[config.mk]
export PLATFORM = sky130hd
export DESIGN_NAME = rs_ino_entries
export DESIGN_NICKNAME = d
export VERILOG_FILES = /design/src/rtl/rs_ino_entries_pkg.sv /design/src/rtl/rs_ino_entries_entry.sv /design/src/rtl/rs_ino_entries.sv
export SDC_FILE = /design/constraint.sdc
export NUM_CORES = 1
export LEC_CHECK = 0
export ABC_CLOCK_PERIOD_IN_PS = 5300
export CAP_MARGIN = 10
export CORE_MARGIN = 2
export CORE_UTILIZATION = 50
export CTS_CLUSTER_SIZE = 20
export DETAILED_ROUTE_END_ITERATION = 10
export HOLD_SLACK_MARGIN = 0.1
export MAX_ROUTING_LAYER = met4
export PLACE_DENSITY_LB_ADDON = 0.15
export RECOVER_POWER = 50
export REMOVE_ABC_BUFFERS = 1
export SETUP_SLACK_MARGIN = 0.5
export SKIP_CTS_REPAIR_TIMING = 1
export SYNTH_ARGS = -nofsm -noshare
export SYNTH_HDL_FRONTEND = slang
export SYNTH_SLANG_ARGS = --single-unit
[constraint.sdc]
create_clock -name clk -period 5.3 [get_ports clk]
set_input_delay 0.53 -clock clk [delete_from_list [all_inputs] [get_ports clk]]
set_output_delay 0.53 -clock clk [all_outputs]
set_load 0.02 [all_outputs]
[src/rtl/rs_ino_entries_pkg.sv]
// Shared width/count defaults for the in-order reservation station entries.
// Every rs_ino_* module takes its parameter defaults from here.
package rs_ino_entries_pkg;
  localparam int ENTSEL_W      = 2;
  localparam int ENTNUM_N      = 1 << ENTSEL_W;
  localparam int DATA_LEN_W    = 32;
  localparam int RRF_SEL_W     = 6;
  localparam int SPECTAG_LEN_W = 5;
endpackage

[src/rtl/rs_ino_entries_entry.sv]
// rs_ino_entry: one reservation-station slot (busy, two sources with wakeup, imm, tags, kill).
// State updates on the clk edge; no backpressure. RS_WRITE_BYPASS_EN enables wakeup of write data.
module rs_ino_entry
  import rs_ino_entries_pkg::*;
#(
  parameter int DATA_LEN    = DATA_LEN_W,
  parameter int RRF_SEL     = RRF_SEL_W,
  parameter int SPECTAG_LEN = SPECTAG_LEN_W
) (
  input  logic                   clk,
  input  logic                   reset,
  input  logic                   we,
  input  logic [DATA_LEN:0]      wsrc1,
  input  logic [DATA_LEN:0]      wsrc2,
  input  logic [DATA_LEN-1:0]    wimm,
  input  logic [RRF_SEL-1:0]     wrrftag,
  input  logic [SPECTAG_LEN-1:0] wspectag,
  input  logic [DATA_LEN-1:0]    rslt1,
  input  logic [RRF_SEL-1:0]     rslt1_tag,
  input  logic                   rslt1_vld,
  input  logic [DATA_LEN-1:0]    rslt2,
  input  logic [RRF_SEL-1:0]     rslt2_tag,
  input  logic                   rslt2_vld,
  input  logic                   clr,
  input  logic                   prmiss,
  input  logic                   prsuccess,
  input  logic [SPECTAG_LEN-1:0] prtag,
  output logic                   busy,
  output logic                   ready,
  output logic                   busy_pr,
  output logic [DATA_LEN-1:0]    src1_dat,
  output logic [DATA_LEN-1:0]    src2_dat,
  output logic [DATA_LEN-1:0]    imm,
  output logic [RRF_SEL-1:0]     rrftag,
  output logic [SPECTAG_LEN-1:0] spectag
);

  // Sources are {data, valid}; while invalid the low data bits carry the producer tag.
  logic [DATA_LEN:0]      src1, src2;
  logic [DATA_LEN:0]      wsrc1_in, wsrc2_in;
  logic [SPECTAG_LEN-1:0] spec_base, spec_nxt;
  logic                   killed, wkilled;

  function automatic logic [DATA_LEN:0] wake(input logic [DATA_LEN:0] s);
    logic [DATA_LEN:0] r;
    r = s;
    if (!s[0]) begin
      if (rslt1_vld && (s[RRF_SEL:1] == rslt1_tag))
        r = {rslt1, 1'b1};
      else if (rslt2_vld && (s[RRF_SEL:1] == rslt2_tag))
        r = {rslt2, 1'b1};
    end
    return r;
  endfunction

`ifdef RS_WRITE_BYPASS_EN
  assign wsrc1_in = wake(wsrc1);
  assign wsrc2_in = wake(wsrc2);
`else
  assign wsrc1_in = wsrc1;
  assign wsrc2_in = wsrc2;
`endif

  assign killed  = prmiss && (|(spectag & prtag));
  assign wkilled = prmiss && (|(wspectag & prtag));
  assign busy_pr = busy && !clr && !killed;
  assign ready   = busy && src1[0] && src2[0];

  // A miss leaves the surviving tags alone; only a lone success retires the branch bit.
  assign spec_base = we ? wspectag : spectag;
  assign spec_nxt  = (prsuccess && !prmiss) ? (spec_base & ~prtag) : spec_base;

  always_ff @(posedge clk or negedge reset) begin
    if (!reset)
      busy <= 1'b0;
    else if (we)
      busy <= !wkilled;
    else
      busy <= busy_pr;
  end

  always_ff @(posedge clk) begin
    if (we) begin
      src1   <= wsrc1_in;
      src2   <= wsrc2_in;
      imm    <= wimm;
      rrftag <= wrrftag;
    end else if (busy) begin
      src1 <= wake(src1);
      src2 <= wake(src2);
    end
    spectag <= spec_nxt;
  end

  assign src1_dat = src1[DATA_LEN:1];
  assign src2_dat = src2[DATA_LEN:1];

endmodule

[src/rtl/rs_ino_entries.sv]
// rs_ino_entries: ENTNUM-entry in-order reservation station; 2 writes/cycle, issue read is combinational.
// Writes/issue/kill take effect on the next clk edge; no backpressure. Optional RS_WRITE_BYPASS_EN.
module rs_ino_entries
  import rs_ino_entries_pkg::*;
#(
  parameter int ENTSEL      = ENTSEL_W,
  parameter int ENTNUM      = ENTNUM_N,
  parameter int DATA_LEN    = DATA_LEN_W,
  parameter int RRF_SEL     = RRF_SEL_W,
  parameter int SPECTAG_LEN = SPECTAG_LEN_W
) (
  input  logic                   clk,
  input  logic                   reset,
  input  logic                   we1,
  input  logic                   we2,
  input  logic [ENTSEL-1:0]      waddr1,
  input  logic [ENTSEL-1:0]      waddr2,
  input  logic [DATA_LEN:0]      wsrc1_1,
  input  logic [DATA_LEN:0]      wsrc2_1,
  input  logic [DATA_LEN-1:0]    wimm_1,
  input  logic [RRF_SEL-1:0]     wrrftag_1,
  input  logic [SPECTAG_LEN-1:0] wspectag_1,
  input  logic [DATA_LEN:0]      wsrc1_2,
  input  logic [DATA_LEN:0]      wsrc2_2,
  input  logic [DATA_LEN-1:0]    wimm_2,
  input  logic [RRF_SEL-1:0]     wrrftag_2,
  input  logic [SPECTAG_LEN-1:0] wspectag_2,
  input  logic [DATA_LEN-1:0]    rslt1,
  input  logic [DATA_LEN-1:0]    rslt2,
  input  logic [RRF_SEL-1:0]     rslt1_tag,
  input  logic [RRF_SEL-1:0]     rslt2_tag,
  input  logic                   rslt1_vld,
  input  logic                   rslt2_vld,
  input  logic                   issue,
  input  logic [ENTSEL-1:0]      issueptr,
  input  logic                   prmiss,
  input  logic                   prsuccess,
  input  logic [SPECTAG_LEN-1:0] prtag,
  output logic [ENTNUM-1:0]      busyvec,
  output logic [ENTNUM-1:0]      prbusyvec_next,
  output logic [ENTNUM-1:0]      readyvec,
  output logic [DATA_LEN-1:0]    is_src1,
  output logic [DATA_LEN-1:0]    is_src2,
  output logic [DATA_LEN-1:0]    is_imm,
  output logic [RRF_SEL-1:0]     is_rrftag,
  output logic [SPECTAG_LEN-1:0] is_spectag
);

  logic [DATA_LEN-1:0]    e_src1    [ENTNUM];
  logic [DATA_LEN-1:0]    e_src2    [ENTNUM];
  logic [DATA_LEN-1:0]    e_imm     [ENTNUM];
  logic [RRF_SEL-1:0]     e_rrftag  [ENTNUM];
  logic [SPECTAG_LEN-1:0] e_spectag [ENTNUM];

  for (genvar i = 0; i < ENTNUM; i++) begin : g_ent
    logic sel0, sel1;

    // Slot 1 is only meaningful alongside slot 0; the two indices never collide.
    assign sel0 = we1 && (waddr1 == ENTSEL'(i));
    assign sel1 = we1 && we2 && (waddr2 == ENTSEL'(i));

    rs_ino_entry #(
      .DATA_LEN   (DATA_LEN),
      .RRF_SEL    (RRF_SEL),
      .SPECTAG_LEN(SPECTAG_LEN)
    ) u_entry (
      .clk      (clk),
      .reset    (reset),
      .we       (sel0 || sel1),
      .wsrc1    (sel1 ? wsrc1_2    : wsrc1_1),
      .wsrc2    (sel1 ? wsrc2_2    : wsrc2_1),
      .wimm     (sel1 ? wimm_2     : wimm_1),
      .wrrftag  (sel1 ? wrrftag_2  : wrrftag_1),
      .wspectag (sel1 ? wspectag_2 : wspectag_1),
      .rslt1    (rslt1),
      .rslt1_tag(rslt1_tag),
      .rslt1_vld(rslt1_vld),
      .rslt2    (rslt2),
      .rslt2_tag(rslt2_tag),
      .rslt2_vld(rslt2_vld),
      .clr      (issue && (issueptr == ENTSEL'(i))),
      .prmiss   (prmiss),
      .prsuccess(prsuccess),
      .prtag    (prtag),
      .busy     (busyvec[i]),
      .ready    (readyvec[i]),
      .busy_pr  (prbusyvec_next[i]),
      .src1_dat (e_src1[i]),
      .src2_dat (e_src2[i]),
      .imm      (e_imm[i]),
      .rrftag   (e_rrftag[i]),
      .spectag  (e_spectag[i])
    );
  end

  assign is_src1    = e_src1[issueptr];
  assign is_src2    = e_src2[issueptr];
  assign is_imm     = e_imm[issueptr];
  assign is_rrftag  = e_rrftag[issueptr];
  assign is_spectag = e_spectag[issueptr];

endmodule

### After elaboration in Yosys (flattened, before gate mapping)

Index checks and enable logic that the tools add are counted.
Widths: inputs -> output; s select.

| operators by class | value |
|---|---|
| add/subtract/negate cells | 0 |
| magnitude comparators | 1 |
| bitwise gates (word level) | 14 |
| reduce and logical (&&, ||, !) cells | 102 |
| div/mod/pow operators | 0 |
| equal/unequal tests | 33 |
| muxes and demuxes | 87 |
| shift operators | 0 |
| multiply operators | 0 |

Operators with widths:

| cell | count |
|---|---|
| $mux 33 | 48 |
| $mux 32 | 10 |
| $bmux 32 s2 | 3 |
| $eq 6x6->1 | 16 |
| $mux 5 | 14 |
| $and 5x5->5 | 12 |
| $logic_and 1x1->1 | 54 |
| $reduce_or 5->1 | 8 |
| $mux 6 | 6 |
| $reduce_and 3->1 | 8 |
| $reduce_bool 3->1 | 8 |
| $ne 2x1->1 const B | 8 |
| $logic_not 1->1 | 13 |
| $bmux 6 s2 | 1 |
| $eq 2x2->1 const B | 6 |
| $bmux 5 s2 | 1 |
| $reduce_bool 2->1 | 4 |
| $eq 2x1->1 const B | 3 |
| $logic_not 2->1 | 3 |
| $not 5->5 | 1 |
| $logic_or 1x1->1 | 4 |
| $mux 1 | 4 |
| $ge 3x3->1 const B | 1 |
| $not 2->3 | 1 |

| word-level totals | value |
|---|---|
| bits of input ports | 314 |
| memory bits (read-only) | 0 |
| memories | 0 |
| word-level logic and storage cells | 269 |
| output and inout port bits | 119 |
| bits in registers | 440 |
| memory bits (writable) | 0 |
| latch bits | 0 |

### Logic depth before layout (Yosys ltp)

Gate-level depths: netlist (run 1).

| depth | value |
|---|---|
| word-level depth | 8 |
| depth in mapped cells | 9 |
| depth with buffers taken out | 6 |

### By module

From an unflattened synthesis (run 1), not the netlist that was laid out.

| second synthesis, totals | value |
|---|---|
| cells, all modules | 2395 |
| area, all modules | 30604.4 um2 |

Modules (own cells, without submodules):

| module | times used | cells each | seq. area each (um2) | area an instance (um2) |
|---|---|---|---|---|
| rs_ino_entry | 4 | 440 | 3248.1 | 5679.2 |
| rs_ino_entries | 1 | 635 | 0.0 | 7887.6 |

### Worst setup path before layout (run 1)

OpenSTA, ideal clock, no wires.

| timing | value |
|---|---|
| kind | in2reg |
| from | input port rslt1_tag[0] |
| to | register g_ent[3].u_entry.src1[10] (enable) |
| data arrival time | 3734 ps |
| required time | 4834 ps |
| path slack | 1101 ps |
| stages | 6 |
| library setup time | 466 ps |
| path buffers | 1 |
| cell sequence | buf_2 -> xnor2_1 -> nand4_1 -> nor3_1 -> nor2_1 -> o21ai_0 |

| between the ends | value |
|---|---|
| word-level cells in the longest chain between the ends | 4 |

RTL lines:

| item | RTL line | source |
|---|---|---|
| from (decl) | rs_ino_entries.sv:30 | `input logic [RRF_SEL-1:0] rslt1_tag,` |
| $eq 6x6->1 | rs_ino_entries_entry.sv:48 | `if (rslt1_vld && (s[RRF_SEL:1] == rslt1_tag))` |
| $logic_and 1x1->1 | rs_ino_entries_entry.sv:48 |  |
| $reduce_bool 3->1 (no line) | n/a |  |
| $reduce_and 3->1 (no line) | n/a |  |
| to (signal assigned) | rs_ino_entries_entry.sv:84 | `src1 <= wsrc1_in;` |
| to (signal assigned) | rs_ino_entries_entry.sv:89 | `src1 <= wake(src1);` |
| to (decl) | rs_ino_entries_entry.sv:39 | `logic [DATA_LEN:0] src1, src2;` |

No other way between the ends.
A chain may end at the register's enable or synchronous reset.

### Worst setup path after layout (run 1)

| timing | value |
|---|---|
| from | input port we2 |
| to | register g_ent[0].u_entry.busy |

| between the ends | value |
|---|---|
| word-level cells in the longest chain between the ends | 8 |
| elaborated cells on any way between the ends | 9 |
| classes of those cells | 2 x mux; 1 x bitwise; 6 x reduce/logical |

RTL lines:

| item | RTL line | source |
|---|---|---|
| from (decl) | rs_ino_entries.sv:15 | `input logic we2,` |
| $logic_and 1x1->1 * (2 in a row) | rs_ino_entries.sv:60 | `assign sel1 = we1 && we2 && (waddr2 == ENTSEL'(i));` |
| $mux 5 | rs_ino_entries.sv:74 | `.wspectag (sel1 ? wspectag_2 : wspectag_1),` |
| $and 5x5->5 | rs_ino_entries_entry.sv:65 | `assign wkilled = prmiss && (\|(wspectag & prtag));` |
| $reduce_or 5->1 | rs_ino_entries_entry.sv:65 |  |
| $logic_and 1x1->1 | rs_ino_entries_entry.sv:65 |  |
| $logic_not 1->1 | rs_ino_entries_entry.sv:77 | `busy <= !wkilled;` |
| $mux 1 * | rs_ino_entries_entry.sv:76 | `else if (we)` |
| to (signal assigned) | rs_ino_entries_entry.sv:77 |  |
| to (signal assigned) | rs_ino_entries_entry.sv:79 | `busy <= busy_pr;` |
| to (decl) | rs_ino_entries_entry.sv:28 | `output logic busy,` |

Every way passes the cells marked *; elsewhere a longest branch is shown, timed or not.

==> results list, run 1 <==
- Fraction of final layout cells with drive strength greater than 1: under 10%
- The first global-routing pass estimated ~160000 µm of wire.
- Each instance of the synthesized netlist takes up on average approximately 10 µm².
- Number of CTS-inserted buffers: 48
- Leakage: 12.29 nW
* Design Power: just over 9 mW
* Flop-to-flop setup slack: 1.68 ns
- Met3 wirelength from detailed routing: around 15000 µm
- Highest fanout seen on the critical path: 70
* Via count of the routed design: between 20000 and 30000
- The number of different library cells used by synthesis comes to 45.
- IO Count: about 430
* Total of flip-flops plus latches after synthesis: 440
- Pins Over Slew Limit: around 280
* Clock network fraction of design power: between 30 and 40%
* Switching share of total power: a little over a quarter
- P_int: 6.626 mW
* Remaining design rule violation count: 0
* Nature of the critical path startpoint: input port
- Number of warnings issued by yosys: 0
- The checks that failed: max-capacitance violations, max-slew violations.
* Achievable frequency: ~0.23 GHz
- Arr. time, crit path: 4.85 ns
- In the final routing, the length of wire on met1 measures approximately 38000 µm.
- Global routing usage summed across all routing layers: approximately two fifths
- Registers are responsible for a little under half of the overall power.
* Maximum count of clock buffers along a single path: 3
- Measured along the y axis, the die boundary spans approximately 240 µm.
- Cell-by-cell listing of the critical path: dlygate4sd3_1 > nor4bb_1 > buf_4 > clkbuf_2 > mux2i_1 > nand2b_1 > o2111ai_1 > o21ai_0
* Uppermost signal routing layer after detailed routing: met4
* Maximum number of pins on one net before global-route repair: roughly 110
- Combined buffer and inverter count along the critical path: 3
- On the worst path, the slowest cell contributes a delay of approximately 1.1 ns.
- Summed over its instances, the top area cell type makes up between 40% and 50% of the synthesized netlist area.
- Slew margin rel.: -73.33%
* Latest clock arrival within the worst-skew pair: ~0.60 ns
- Combinational logic burns about a fifth of the power.
- RSZ-0062 raised after global routing: no
- Highest ir drop seen on vdd: approximately 0.23 mV
- Worst r2r src: g_ent[0].u_entry.src2[4]$_DFFE_PP_
* Sequential share of the synthesized area: 48.62%
- For the finished layout, the period the worst path requires is ~4.3 ns.
- Die boundary width: between 200 and 250 µm
* Number of violations reported at the end of detailed-routing iteration 0: approximately 3400
- PD cells: ~280 mW/mm²
- The run finished, with violations left.
- Dominant register cell in the synthesized netlist: sky130_fd_sc_hd__edfxtp_1
* CTS HTree Levels: 2
- TritonCTS built the clock tree.
- The number of global-route vias before repair was approximately 25000.
* Total of endpoints with negative setup slack in the final report: 0
- In this run the remaining antenna-violating nets after routing total 0.
* Core outline area: around 0.053 mm²
* Total congestion overflow: 0
- Broken down by cell family, the worst path's largest delay share belongs to buffers and inverters.
- Final setup margin: 0.9572 ns
* Number of synthesized flops with an enable pin: 416
- After detailed routing, the met2 layer carries around 48000 µm of wire.
- Leaving out fill and tap cells, the most frequent cell in the layout is sky130_fd_sc_hd__nand2_1.
* WHS: 0.2621 ns
- Relative area change from synthesis to final layout: 22.78%
- Cell at the root of the clock tree: sky130_fd_sc_hd__clkbuf_16
- Count of final hold-check violations: 0
- The largest individual stage delay along the critical path comes from the cell sky130_fd_sc_hd__clkbuf_2.
* Count of max-cap constraint violations: 8
- Via/cell ratio: between 6 and 7
* Post-synthesis cell area: around 0.027 mm²
- For this block, the routed nets add up to around 110000 µm of wire.
- Area of the die: between 0.05 and 0.06 mm²
* Total negative slack: 0 ns
- Counting buffers and inverters, the worst setup path is 8 cells deep.
- In this run the critical register-to-register path is captured at g_ent[0].u_entry.src2[5]$_DFFE_PP_.
- Worst Skew: about 0.018 ns
- Share of synthesized flip-flops with an asynchronous set or reset: 0.9091%
- Detailed-router iteration count before antenna repair: 6
- Count of filler cells inserted in the layout: between 4000 and 5000
- Placer Congestion: around 0.98
- The synthesized design spends more area on one cell type than any other, namely sky130_fd_sc_hd__edfxtp_1.
- Number of placement rows: 84
- Input and output buffers added on the ports amount to 432.
* Effective utilization at floorplan: between 50 and 60%
- Dividing the final minimum period by the clock period gives approximately 82%.
* Hold crit path type: input port to asynchronous set/reset pin
- Switching power total: about 2.5 mW
- Detailed placement ended at an HPWL of roughly 64000 µm.
* Most used cells in the layout excluding fill and tap cells: sky130_fd_sc_hd__nand2_1 (1031), sky130_fd_sc_hd__clkdlybuf4s50_1 (417), sky130_fd_sc_hd__edfxtp_1 (416)
* Crit Path Category: input port to flop
- Count of nets after finishing: approximately 3300
- Dividing the detail-routed wire length by the instance count gives ~29 µm.
- Pre-CTS setup slack: between 1 and 1.5 ns
* Clock net sink count: 440
- Antenna violations before repair: 19
- STA classifies the critical path endpoint as a flop.
* Synthesized netlist cell count: 2717
- Register-to-Register Path Depth: 5
- Transition time at the pin with the least slew margin: ~2.6 ns
- Clock transition at path regs: around 0.060 ns
- Endpoint required time on the critical path: 5.81 ns
- Largest cells by area after synthesis: sky130_fd_sc_hd__edfxtp_1 (47%), sky130_fd_sc_hd__nand2_1 (15%), sky130_fd_sc_hd__a221o_1 (9.7%), sky130_fd_sc_hd__mux4_2 (9.0%), sky130_fd_sc_hd__a21oi_1 (5.5%)
sequential cells by signal (all words and copies together) (netlist names):
register,cells
g_ent.u_entry.src1,132
g_ent.u_entry.src2,132
g_ent.u_entry.imm,128
g_ent.u_entry.rrftag,24
g_ent.u_entry.spectag,20
g_ent.u_entry.busy,4
through the flow:
stage | std cells | instance area, µm² | utilization, %
after CTS | 3684 | 32860 | 62.40
after floorplan | 2417 | 25460 | -
final | 3704 | 32810 | 62.31
after global placement | 3598 | 31380 | 59.60
after detailed placement | 3598 | 31380 | 59.60
after global routing | 3703 | 32810 | 62.31
Yosys cell counts, drive strengths merged (3+ instances only):
| library cell | number |
|---|---|
| a21oi | 297 |
| a221o | 258 |
| a221oi | 7 |
| a222oi | 4 |
| a22oi | 7 |
| a31oi | 11 |
| and3 | 4 |
| buf | 181 |
| clkbuf | 119 |
| dfrtp | 4 |
| dfxtp | 20 |
| edfxtp | 416 |
| inv | 7 |
| mux2i | 9 |
| mux4 | 107 |
| nand2 | 1034 |
| nand2b | 16 |
| nand3 | 3 |
| nand4 | 17 |
| nor2 | 21 |
| nor2b | 11 |
| nor3 | 17 |
| nor3b | 8 |
| nor4 | 16 |
| o21ai | 14 |
| xnor2 | 64 |
| xor2 | 32 |
layout make-up:
| class | instances | area, µm² | share of cell area, % |
|---|---|---|---|
| sequential | 440 | 12990 | 39.60 |
| multi-input combinational | 1970 | 12600 | 38.39 |
| timing repair buffer | 493 | 4808 | 14.65 |
| clock buffer | 67 | 1325 | 4.038 |
| tap | 688 | 860.8 | 2.624 |
| clock inverter | 19 | 152.6 | 0.4652 |
| antenna | 20 | 50.05 | 0.1525 |
| inverter | 7 | 26.28 | 0.08008 |
layer usage:
layer,GRT usage [%],vias up
li1,-,10468
met1,49.24,12009
met2,57.77,2123
met3,9.439,402
met4,18.81,0
met5,-,-
worst reg2reg max path: stages, from the launching register on:
cell                       delay, ns
sky130_fd_sc_hd__edfxtp_1       0.46
sky130_fd_sc_hd__xnor2_1        0.22
sky130_fd_sc_hd__nand4_1        0.24
sky130_fd_sc_hd__nor4_4         0.33
sky130_fd_sc_hd__clkbuf_1       1.76
sky130_fd_sc_hd__a221o_1        0.46
power by group through the flow:
stage                     registers, mW  logic [mW]  clock network (mW)
after floorplan                    4.18       0.804                   0
final                              4.14        1.76                3.24
after global routing               4.15        1.85                3.39
after global placement             4.20        1.70                   0
after detailed placement           4.21        1.72                   0
after CTS                          4.14        1.73                3.25
worst max-delay path by stage:
| stage | slack (ns) | from | to |
|---|---|---|---|
| 4_1_cts | 1.83 | we2 | g_ent[0].u_entry.src1[21]$_DFFE_PP_ |
| 5_1_grt | 0.85 | we2 | g_ent[0].u_entry.busy$_DFF_PN0_ |
| 3_5_place_dp | 1.24 | we2 | g_ent[0].u_entry.src1[21]$_DFFE_PP_ |
| 3_3_place_gp | 1.32 | we2 | g_ent[0].u_entry.busy$_DFF_PN0_ |
| 6_report | 0.96 | we2 | g_ent[0].u_entry.busy$_DFF_PN0_ |
| 2_1_floorplan | -7.45 | waddr2[1] | g_ent[0].u_entry.busy$_DFF_PN0_ |
logic make-up (layout without fill, tap and decap cells):
kind of cell	after synthesis	after routing	synth area share, %
AND/OR/NAND/NOR	1154	1154	17.49
AO/OA/AOI/OAI	604	604	16.57
flip-flops	440	440	48.62
buffers and inverters	307	586	4.822
multiplexers	116	116	9.354
XOR/XNOR	96	96	3.146
other	0	20	0
Note: power is estimated with default switching activity, not from simulation.
==> inputs of run 2 (changes only) <==
Settings changed: ABC_CLOCK_PERIOD_IN_PS 5300 to 4000.
Clock period 5.3 ns to 4 ns, I/O delays scaled along.
==> results list, run 2 (synthesized netlist as in run 1, its figures left out) <==
- P_int: ~9.0 mW
- Effective utilization at floorplan: 50.75%
- The critical path is of the input port to flop type.
- Non-filler cells, final: about 3700
* Antenna violations before repair: 10
- Number of global-route vias before repair: roughly 25000
- Per-cell routed wire length: 29.17 µm
- The HPWL after detailed placement is ~67000 µm.
- In this run the tool buffered the top-level ports with approximately 430 buffer cells.
- The area growth from synthesis to layout is 24.36%.
- Number of CTS-inserted buffers: 47
- Clock network fraction of design power: a little over a third
- Final critical path time including I/O delays and setup: 3.502 ns
- Number of placement rows: 84
- Setup repair after global routing left no endpoint under its margin.
- Maximum number of pins on one net before global-route repair: 112
- Area of the die: 0.05531 mm²
* Clock net sink count: 440
- Highest ir drop seen on vdd: between 0.3 and 0.4 mV
- Count of placed standard cells including taps: 3623
* Start point of the worst hold path: g_ent[0].u_entry.spectag[1]$_DFF_P_
- Worst r2r src: g_ent[0].u_entry.src1[3]$_DFFE_PP_
- Across the run, the number of max-cap violations was 4.
- Count of filler cells inserted in the layout: 4077
- In this run the register-to-register setup slack is about 0.57 ns.
- Switching power total: ~3.3 mW
- First-pass GRT wire length: roughly 160000 µm
* Largest registers: g_ent.u_entry.src1 x132, g_ent.u_entry.src2 x132, g_ent.u_entry.imm x128
- Total congestion overflow: 0
- Count of nets after finishing: between 3000 and 4000
* Total routed wirelength: around 110000 µm
- Final antenna-violating net count: 0
- After clock tree synthesis, the clock-pin slew on the worst setup and hold paths is about 0.060 ns.
* Most common cell after layout, fill and taps aside: sky130_fd_sc_hd__nand2_1
* Violated checks: max-capacitance violations, max-slew violations
- The worst path meets setup with around 0.5 ns of slack.
- Final Cycle Share: between 80 and 90%
* Hold crit path type: flop to flop
* Switching share of total power: between 20% and 30%
* Nature of the critical path startpoint: input port
- Data on the critical path is required at its endpoint by around 4.4 ns.
- In this run the vertical extent of the chip is ~240 µm.
* Pins Over Slew Limit: 310
- Part of the power in registers: between 40% and 50%
- STA classifies the critical path endpoint as a flop.
- Maximum count of clock buffers along a single path: 3
- The clock reaches the later pin of the worst-skew pair after roughly 0.60 ns.
- Pre-CTS setup slack: around 0.33 ns
- Static timing analysis puts the maximum clock frequency at 0.2856 GHz.
* Logic pwr share: between 10% and 20%
- The congestion estimate from routability-driven global placement came to ~0.94.
- Leakage: ~13 nW
- For the worst setup path, the data arrival time is about 3.9 ns.
* Number of violations reported at the end of detailed-routing iteration 0: about 3500
- Highest fanout seen on the critical path: between 70 and 80
* Via/cell ratio: 6.755
- The flow ran to the end, but the final reports show violations.
- Of the cells placed in the final design, the portion with a size suffix greater than 1 is 9.395%.
* Total of endpoints with negative setup slack in the final report: 0
- Global routing usage summed across all routing layers: 39.31%
* Core outline area: around 0.053 mm²
* Most used cells in the layout excluding fill and tap cells: sky130_fd_sc_hd__nand2_1 (1031), sky130_fd_sc_hd__edfxtp_1 (416), sky130_fd_sc_hd__clkdlybuf4s50_1 (394)
- CTS HTree Levels: 2
- Detailed-router iteration count before antenna repair: 9
- PD cells: 371.4 mW/mm²
- During I/O placement, the number of pins put on the boundary was roughly 430.
- TritonCTS built the clock tree.
- Remaining design rule violation count: 0
- For the pin with the worst max-slew slack, the measured transition is 2.243 ns.
* Worst setup startpoint: we1
* Via count of the routed design: 25137
- The root buffer cell chosen for the clock tree is sky130_fd_sc_hd__clkbuf_16.
* Worst Skew: roughly 0.033 ns
* Slew margin rel.: -49.51%
- Count of final hold-check violations: 0
- Die boundary width: about 240 µm
run 2: cell count changes in the layout (fill, tap and decap cells not counted), sizes merged:
cell           before  now
clkinv             15   19
buf                50   71
diode              20   10
bufinv              2    7
clkdlybuf4s50     417  394
inv                 7    8
clkbuf             80   75
dlygate4sd3        13   37
run 2: metrics by stage:
stage          hold slack [ns]  setup TNS [ns]  power [mW]  cell area (µm²)  utilization, %
2_1_floorplan           0.1044        -2513.12       6.600            25460               -
3_3_place_gp            0.5029               0       7.861            31760           60.31
3_5_place_dp            0.5123               0       7.908            31760           60.31
4_1_cts               -0.01249               0       12.35            33300           63.25
5_1_grt                 0.5510               0       12.68            33230           63.12
6_report                0.5290               0       12.34            33230           63.12
run 2: worst paths after layout:
kind,to,cells past startpoint
setup / recovery,g_ent[3].u_entry.src1[2]$_DFFE_PP_,9
hold / removal,g_ent[0].u_entry.spectag[1]$_DFF_P_,2
setup reg to reg,g_ent[0].u_entry.src1[10]$_DFFE_PP_,6
hold reg to reg,g_ent[0].u_entry.spectag[1]$_DFF_P_,2
max in group asynchronous,g_ent[3].u_entry.busy$_DFF_PN0_,2
min in group asynchronous,g_ent[1].u_entry.busy$_DFF_PN0_,2
run 2: power groups by stage:
stage	Clock (mW)	Sequential, mW	Combinational, mW
floorplan	0	5.53	1.06
global placement	0	5.57	2.29
detailed placement	0	5.58	2.33
CTS	4.52	5.49	2.34
global route	4.70	5.51	2.47
finish	4.50	5.49	2.35
run 2: area by class of cell:
cell class	instances	area [µm²]	share of cell area, %
Tap cell	688	860.8	2.590
Timing Repair Buffer	521	5172	15.56
Clock buffer	56	1230	3.701
Sequential cell	440	12990	39.09
Inverter	7	26.28	0.07906
Clock inverter	29	319.1	0.9600
Antenna cell	10	25.02	0.07530
Multi-Input combinational cell	1970	12610	37.94
run 2: layer usage:
| layer | up-vias | share of wire, % | track usage, % | routed length (µm) |
|---|---|---|---|---|
| met2 | 2113 | 46 | 58.76 | 49530 |
| met1 | 12105 | 37 | 51.81 | 40050 |
| met4 | 0 | 4.8 | 17.70 | 5191 |
| li1 | 10497 | - | - | - |
| met3 | 422 | 13 | 8.197 | 13780 |
| met5 | - | 0 | - | 0 |
run 2: critical path, stage by stage:
cell and delay, ns:
sky130_fd_sc_hd__dlygate4sd3_1 0.57, sky130_fd_sc_hd__clkbuf_1 0.27, sky130_fd_sc_hd__nand4_1 0.18, sky130_fd_sc_hd__and2_0 0.43
sky130_fd_sc_hd__buf_12 0.47, sky130_fd_sc_hd__nand2b_1 0.28, sky130_fd_sc_hd__nor4_4 0.20, sky130_fd_sc_hd__clkbuf_2 0.74
sky130_fd_sc_hd__a221o_1 0.31
